`config.mk`:
```
export PLATFORM = sky130hd
export DESIGN_NAME = bambu_putchar_arbiter
export DESIGN_NICKNAME = d
export VERILOG_FILES = /design/src/rtl/bambu_io_pkg.sv /design/src/rtl/bambu_rr_pick.sv /design/src/rtl/bambu_putchar_arbiter.sv
export SDC_FILE = /design/constraint.sdc
export NUM_CORES = 1
export LEC_CHECK = 0
export BUFFER_PORTS_ARGS = -buffer_cell sky130_fd_sc_hd__buf_2
export CAP_MARGIN = 0
export CELL_PAD_IN_SITES_DETAIL_PLACEMENT = 0
export CELL_PAD_IN_SITES_GLOBAL_PLACEMENT = 1
export CORE_ASPECT_RATIO = 0.8
export CORE_MARGIN = 2
export CORE_UTILIZATION = 39
export CTS_CLUSTER_DIAMETER = 150
export DETAILED_ROUTE_END_ITERATION = 12
export MAX_ROUTING_LAYER = met4
export PLACE_DENSITY_LB_ADDON = 0.25
export SYNTH_ARGS = -nofsm -noshare
export SYNTH_HDL_FRONTEND = slang
export SYNTH_HIERARCHICAL = 1
export SYNTH_SLANG_ARGS = --single-unit
```
`constraint.sdc`:
```
create_clock -name clock -period 2.3 [get_ports clock]
set_input_delay 0.23 -clock clock [delete_from_list [all_inputs] [get_ports clock]]
set_output_delay 0.23 -clock clock [all_outputs]
set_load 0.05 [all_outputs]
```
`src/rtl/bambu_io_pkg.sv`:
```
// Shared constants and FSM encoding for the putchar arbiter.
// Round-robin arbitration is selected with BAMBU_ARB_ROUND_ROBIN_EN.
package bambu_io_pkg;

  typedef enum logic [1:0] {
    StIdle = 2'd0,
    StSend = 2'd1,
    StDone = 2'd2
  } state_e;

  localparam int unsigned RetW        = 16;
  localparam int unsigned NreqDefault = 4;

endpackage

```
`src/rtl/bambu_rr_pick.sv`:
```
// Picks the first pending index searching upward from ptr_i+1 with wrap-around.
// A constant pointer of NREQ-1 turns this into lowest-index-wins.
module bambu_rr_pick
  import bambu_io_pkg::*;
#(
  parameter int unsigned NREQ = NreqDefault,
  parameter int unsigned IdxW = $clog2(NREQ)
) (
  input  logic [NREQ-1:0] pending_i,
  input  logic [IdxW-1:0] ptr_i,
  output logic [IdxW-1:0] winner_o,
  output logic            valid_o
);

  logic [31:0] idx;

  always_comb begin
    winner_o = '0;
    valid_o  = 1'b0;
    idx      = '0;
    for (int unsigned k = 1; k <= NREQ; k++) begin
      idx = (32'(ptr_i) + k) % NREQ;
      if (!valid_o && pending_i[idx[IdxW-1:0]]) begin
        valid_o  = 1'b1;
        winner_o = idx[IdxW-1:0];
      end
    end
  end

endmodule

```
`src/rtl/bambu_putchar_arbiter.sv`:
```
// Shares one UART TX channel among NREQ HLS putchar call sites.
// Define BAMBU_ARB_ROUND_ROBIN_EN for round-robin; otherwise lowest index wins.
module bambu_putchar_arbiter
  import bambu_io_pkg::*;
#(
  parameter int unsigned NREQ = NreqDefault,
  parameter int unsigned DW   = 8
) (
  input  logic                 clock,
  input  logic                 reset,
  input  logic [NREQ-1:0]      start_port,
  input  logic [NREQ*DW-1:0]   data_port,
  output logic [NREQ-1:0]      done_port,
  output logic [NREQ*RetW-1:0] return_port,
  output logic [DW-1:0]        TX_DATA,
  output logic                 TX_VALID,
  input  logic                 TX_READY
);

  localparam int unsigned IdxW = $clog2(NREQ);

  state_e                       state_q;
  logic [NREQ-1:0]              pending_q, pending_d, accept;
  logic [NREQ-1:0][DW-1:0]      char_q;
  logic [NREQ-1:0][RetW-1:0]    ret_q;
  logic [NREQ-1:0]              done_q;
  logic [DW-1:0]                tx_data_q;
  logic                         tx_valid_q;
  logic [IdxW-1:0]              grant_q, ptr, winner;
  logic                         win_valid;

  // The granted requester may re-call in its own DONE cycle.
  always_comb begin
    accept    = '0;
    pending_d = pending_q;
    for (int i = 0; i < int'(NREQ); i++) begin
      accept[i] = start_port[i] &&
                  (!pending_q[i] || (state_q == StDone && grant_q == IdxW'(i)));
    end
    if (state_q == StDone) pending_d[grant_q] = 1'b0;
    pending_d = pending_d | accept;
  end

`ifdef BAMBU_ARB_ROUND_ROBIN_EN
  logic [IdxW-1:0] ptr_q;

  always_ff @(posedge clock) begin
    if (reset) begin
      ptr_q <= IdxW'(NREQ - 1);
    end else if (state_q == StIdle && win_valid) begin
      ptr_q <= winner;
    end
  end

  assign ptr = ptr_q;
`else
  assign ptr = IdxW'(NREQ - 1);
`endif

  bambu_rr_pick #(
    .NREQ (NREQ),
    .IdxW (IdxW)
  ) u_pick (
    .pending_i (pending_q),
    .ptr_i     (ptr),
    .winner_o  (winner),
    .valid_o   (win_valid)
  );

  always_ff @(posedge clock) begin
    if (reset) begin
      state_q    <= StIdle;
      pending_q  <= '0;
      char_q     <= '0;
      ret_q      <= '0;
      done_q     <= '0;
      tx_data_q  <= '0;
      tx_valid_q <= 1'b0;
      grant_q    <= '0;
    end else begin
      pending_q <= pending_d;
      done_q    <= '0;
      for (int i = 0; i < int'(NREQ); i++) begin
        if (accept[i]) char_q[i] <= data_port[i*DW +: DW];
      end
      unique case (state_q)
        StIdle: begin
          if (win_valid) begin
            tx_data_q  <= char_q[winner];
            tx_valid_q <= 1'b1;
            grant_q    <= winner;
            state_q    <= StSend;
          end
        end
        StSend: begin
          if (TX_READY) begin
            tx_valid_q     <= 1'b0;
            done_q[grant_q] <= 1'b1;
            ret_q[grant_q]  <= RetW'(tx_data_q);
            state_q        <= StDone;
          end
        end
        StDone:  state_q <= StIdle;
        default: state_q <= StIdle;
      endcase
    end
  end

  assign done_port   = done_q;
  assign return_port = ret_q;
  assign TX_DATA     = tx_data_q;
  assign TX_VALID    = tx_valid_q;

endmodule

```
==> metrics, run 1 <==
Area Growth Syn to Fin 14.0%; DIE HEIGHT 100 um; diodes inserted 0; Reg power frac 44.2%; Internal Pwr Total 2.58 mW; CTS tree built; GPL Wtd Cong around 0.81; CTS Buf Count 9; met2 routed WL 5.61 mm; Max Cap Viol 0; vias per cell ~5.6; CP max FO 9; # resized after CTS 0; nets 623; IO Pins 116; Worst VDD drop 0.000390 V; vias post-DR 4155; Post-synth EDFFs 0; switching power 1.15 mW; final worst slack 0.328 ns; 1st-pass router iterations 4; post-synth top area cell dfxtp_1; outcome complete, no violations; drt wl/cell 17.1 um; Final period util 85.7%; crit end category flop; clk_lat worst skew 0.34 ns; M1 WL 6.28 mm; grt total ovfl 0; # setup viols final 0; Final ANT Viol Nets 0; CP arrival 2.19 ns; static leakage 1.91 nW; die width 125 um; Ys Warns 6; first-pass GRT wire length 20.0 mm; H-tree levels 3; Hold Violations, Final 0; Starting Density 39.7%; Worst Skew roughly 0.0066 ns; dpl ws 0.306 ns; #FFs+latches synth 85; CTS Buffer Depth 2; die area roughly 13000 um^2; Setup Buffers After CTS 0; Tot GR Track Use about 21%; row count 35; clk slew on worst S/H paths 0.06 ns; Slew HR 36.0%; count of different cell masters after synthesis 46; # DRC 0; clk sinks 85; Yosys top cell area share a little under two fifths; top cells by count, synth dfxtp_1, nand2_1, a21oi_1; sequential element share of the synthesized area between 30% and 40%; clock share of power 38.8%; Worst Setup Start Kind flop; number of hold buffers added after cts 0; antenna violations before repair 0; Post-synth top flop dfxtp_1; met3 WL approximately 630 um; Mapped Avg Cell Area 8.61 um^2; ys async rst share 0%; Area contributors post-synth dfxtp_1, nand4b_1, buf_4, nor3b_1, a21oi_1; Switching Fraction a little under a third; PwrDens 721 nW/um^2; setup TNS 0 ns; CTS root buf clkbuf_16; placed cells 721; synthesized cell area 4540 um^2; combinational power share between 10% and 20%; critical path type reg2reg; RSZ-0062 raised after global routing false; most frequent cell after synthesis dfxtp_1; vias in the first global route roughly 3700; largest net degree at the start of global routing 52; final worst path period need 1.97 ns; Slew Viols, Final 0; DRT iter0 DRCs 322; Port Buffers just over 80; core box area 11400 um^2; fraction of layout cells with a size suffix above 1 21.7%; Non-Filler Instances 737; highest clock rate around 500 MHz; Routed WL approximately 13 mm; worst-margin pin slew 0.956 ns; DP HPWL 8.87 mm; Top Metal Used met4; Mapped Cells 527; CP Data Required Time 2.52 ns; Tightest Hold Check Type in2reg
kinds of logic after synthesis:
family | after synthesis | share of synthesized area (%)
other | 2 | 0.166
flip-flops | 85 | 37.5
AND/OR/NAND/NOR | 185 | 24.8
AO/OA/AOI/OAI | 150 | 21.1
buffers and inverters | 95 | 12.0
multiplexers | 10 | 4.41
worst paths after layout:
check                                                   from  cells after the start  slack, ns                           end
worst max-delay path                 pending_q[2]$_SDFF_PP0_                      6       0.33       TX_DATA[5]$_SDFFE_PP0P_
worst min register to register  return_port[49]$_SDFFE_PP0P_                      2       0.47  return_port[49]$_SDFFE_PP0P_
worst max register to register       pending_q[2]$_SDFF_PP0_                      6       0.33       TX_DATA[5]$_SDFFE_PP0P_
worst min-delay path                           data_port[31]                      3       0.14       char_q[31]$_SDFFE_PP0P_
routing by layer:
layer  vias to the layer above  track usage [%]
met4                         0             5.01
met3                         9             4.30
met1                      2021             28.6
met2                       123             31.0
li1                       2002                -
met5                         -                -
stage by stage:
stage / hold slack (ns) / total power, mW / util (%) / instance area [um^2]
2_1_floorplan: 0.355 / 2.19 / - / 4680
3_3_place_gp: 0.461 / 2.30 / 42.7 / 4880
3_5_place_dp: 0.467 / 2.31 / 42.7 / 4880
4_1_cts: 0.132 / 3.76 / 45.2 / 5170
5_1_grt: 0.146 / 3.89 / 45.2 / 5170
6_report: 0.144 / 3.73 / 45.2 / 5170
cell type report:
type	instances	area, um^2
clock inverter	6	63.8
clock buffer	10	229
multi-input combinational	386	2440
timing repair buffer	96	528
sequential	85	1700
inverter	6	22.5
fill	1139	6260
tap	148	185
sequential cells by signal, indices dropped and copies added, names as in the netlist:
signal	flops
state_q	2
char_q	32
TX_VALID	1
return_port	32
grant_q	2
TX_DATA	8
pending_q	4
done_port	4
cells in the final DEF, fill, tap and decap left out, types with 2 or more instances in the layout:
| cell | instances |
|---|---|
| dfxtp_1 | 85 |
| o21ai_0 | 30 |
| o21ai_1 | 3 |
| mux4_2 | 8 |
| inv_1 | 2 |
| mux2i_1 | 2 |
| a21oi_1 | 45 |
| clkinv_2 | 2 |
| nand2b_1 | 3 |
| o311ai_0 | 13 |
| nor3b_1 | 32 |
| clkinvlp_4 | 2 |
| nand4b_1 | 32 |
| a31oi_1 | 33 |
| o21ba_1 | 3 |
| clkinv_1 | 4 |
| o311ai_1 | 18 |
| nand2_1 | 54 |
| conb_1 | 41 |
| clkbuf_16 | 9 |
| nor2b_1 | 6 |
| nor2_1 | 6 |
| nand3_1 | 33 |
| buf_4 | 13 |
| buf_2 | 82 |
| nor3_1 | 6 |
power by group through the flow:
stage | logic (mW) | clock network [mW] | registers [mW]
final | 0.635 | 1.45 | 1.65
after global routing | 0.689 | 1.54 | 1.66
after detailed placement | 0.631 | 0 | 1.68
after CTS | 0.632 | 1.48 | 1.65
after global placement | 0.623 | 0 | 1.68
after floorplan | 0.506 | 0 | 1.68
critical path, cell delays in order (launching register included):
cell      delay (ns)
dfxtp_1         0.30
and2b_1         0.21
a21oi_2         0.04
o221ai_2        0.57
mux4_2          0.59
nand2_1         0.08
a21oi_1         0.06
Power figures use the tool's default switching activity.
==> inputs of run 2 (changes only) <==
RECOVER_POWER = 100   (was default)
==> run 2 against run 1 <==
Effect of this change: die area is the same; register-to-register slack lost 0.07 ns; utilization shrank 0.91 points; cell count is the same; maximum frequency shrank 3.6%; largest cell class unchanged.
==> metrics, run 2 (synthesized netlist as in run 1, its figures left out) <==
outcome complete, no violations; vias in the first global route 3701 (unchanged); CTS Buf Count 9 (unchanged); Hold Violations, Final 0 (unchanged); Reg2Reg Depth 4 (-2); # DRC 0 (unchanged); Layout fillers 1168 (+2.5%); worst-margin pin slew 0.945 ns (-0.0111 ns); Hold Crit Start data_port[17]; fraction of layout cells with a size suffix above 1 12.7% (-9.0 points); hold_ws 0.151 ns (+0.00673 ns); commonest non-fill, non-tap cells in the layout dfxtp_1, nand2_1, clkbuf_1, a21oi_1, conb_1; GPL Wtd Cong 0.811 (unchanged); die area 12500 um^2 (unchanged); Worst Setup Start Kind flop; area post-placement 4880 um^2 (unchanged); CTS root buf clkbuf_16; row count 35 (unchanged); H-tree levels 3 (unchanged); drt wl/cell 17.2 um (+0.41%); DIE HEIGHT 100 um (unchanged); die width 125 um (unchanged); Port Buffers 83 (unchanged); Worst path max stage delay 0.60 ns (about the same); post-route cell area 5070 um^2 (-2.0%); hold path depth 3 (unchanged); number of hold buffers added after cts 0 (unchanged); Reg power frac 44.3% (about the same); flop-to-flop setup slack 0.26 ns (-0.07 ns); highest clock rate 489 MHz (-3.6%); CTS Buffer Depth 2 (unchanged); Worst VDD drop 0.000389 V (-0.26%); clock share of power 39.0% (+0.2 points); Worst Skew 0.00645 ns (-0.000194 ns); Internal Pwr Total 2.57 mW (-0.45%); reg2reg start state_q[1]$_SDFFE_PP0P_; slowest stage cell, crit path clkbuf_1; combinational power share 16.7% (-0.3 points); Tot GR Track Use 20.6% (unchanged); grt total ovfl 0 (unchanged); Setup Buffers After CTS 0 (unchanged); IO Pins 116 (unchanged); crit-path leading delay family simple AND/OR/NAND/NOR gates; # setup viols final 0 (unchanged); diodes inserted 0 (unchanged); DP HPWL 8.87 mm (unchanged); vias per cell 5.60 (-0.60%); R2R Path End char_q[3]$_SDFFE_PP0P_; Final ANT Viol Nets 0 (unchanged); Final period util 88.9% (+3.2 points); Slew Viols, Final 0 (unchanged); DRT iter0 DRCs 298 (-7.5%); Starting Density 39.7% (unchanged); dpl ws 0.306 ns (unchanged); worst path cell trace nor4b_1, clkbuf_1, nand4b_1, o311ai_0; PwrDens 732 nW/um^2 (+1.6%); Slew HR 36.8% (+0.74 points); core box area 11400 um^2 (unchanged); first-pass GRT wire length 20.0 mm (unchanged); CP max FO 17 (+8); setup TNS 0 ns (unchanged); clk slew on worst S/H paths 0.07 ns (about the same); Hold Path Sink char_q[17]$_SDFFE_PP0P_; final worst slack 0.256 ns (-0.0728 ns); Routed WL 12.7 mm (+0.41%); clk sinks 85 (unchanged); critical path type reg2reg; Tightest Hold Check Type in2reg; CP arrival 2.27 ns (+0.08 ns); # resized after CTS 0 (unchanged); static leakage 1.67 nW (-12%); CTS tree built; CP Data Required Time 2.52 ns (about the same); antenna violations before repair 0 (unchanged); clk_lat worst skew 0.34 ns (about the same); 1st-pass router iterations 5 (+1); largest net degree at the start of global routing 52 (unchanged); commonest non-fill, non-tap cell in the layout dfxtp_1; crit end category flop; vias post-DR 4130 (-0.60%); WP buf/inv 1 (+1); Area Growth Syn to Fin 11.7%; switching power 1.14 mW (-0.54%); Max Cap Viol 0 (unchanged); final worst path period need 2.04 ns (+0.0728 ns); nets 623 (unchanged); RSZ-0062 raised after global routing false; Switching Fraction 30.7% (about the same)
run 2: cell count changes in the layout (fill, tap and decap cells not counted), moves of 4 or more:
cell	change
clkbuf_1	+49
buf_2	-45
o311ai_0	+17
o311ai_1	-16
buf_4	-4
run 2: cell type report:
cell class / instances / area (um^2) / share of cell area [%]
clock inverters: 6 / 63.8 / 1.26
flip-flops and latches: 85 / 1700 / 33.6
multi-input cells: 386 / 2410 / 47.5
repair buffers: 96 / 457 / 9.01
well taps: 148 / 185 / 3.65
inverters: 6 / 22.5 / 0.444
clock buffers: 10 / 229 / 4.52
run 2: worst max path at each step:
stage | startpoint | endpoint | cells after the start
2_1_floorplan | pending_q[2]$_SDFF_PP0_ | TX_DATA[0]$_SDFFE_PP0P_ | 7
3_3_place_gp | pending_q[2]$_SDFF_PP0_ | TX_DATA[6]$_SDFFE_PP0P_ | 6
3_5_place_dp | pending_q[2]$_SDFF_PP0_ | TX_DATA[4]$_SDFFE_PP0P_ | 6
4_1_cts | pending_q[2]$_SDFF_PP0_ | TX_DATA[5]$_SDFFE_PP0P_ | 6
5_1_grt | state_q[1]$_SDFFE_PP0P_ | char_q[4]$_SDFFE_PP0P_ | 4
6_report | state_q[1]$_SDFFE_PP0P_ | char_q[3]$_SDFFE_PP0P_ | 4
run 2: power groups by stage:
| stage | clock network (mW) | logic (mW) | registers (mW) |
|---|---|---|---|
| floorplan | 0 | 0.506 | 1.68 |
| global placement | 0 | 0.623 | 1.68 |
| detailed placement | 0 | 0.631 | 1.68 |
| CTS | 1.48 | 0.632 | 1.65 |
| global route | 1.54 | 0.673 | 1.65 |
| finish | 1.45 | 0.620 | 1.64 |
run 2: stage by stage:
step,util [%],power [mW],instances
final,44.3,3.71,737
after global routing,44.3,3.87,737
after CTS,45.2,3.76,737
after detailed placement,42.7,2.31,721
after global placement,42.7,2.30,721
after floorplan,-,2.19,566
run 2: tightest hold or removal path: stages:
cell	delay, ns
buf_2	0.08
a31oi_1	0.07
o311ai_1	0.07
run 2: per-layer routing:
metal,vias to the layer above,share of wire [%],global-route usage (%)
met5,-,0,-
met4,0,0.87,5.01
met3,12,4.9,4.30
met2,136,44,31.0
met1,1980,50,28.6
li1,2002,-,-
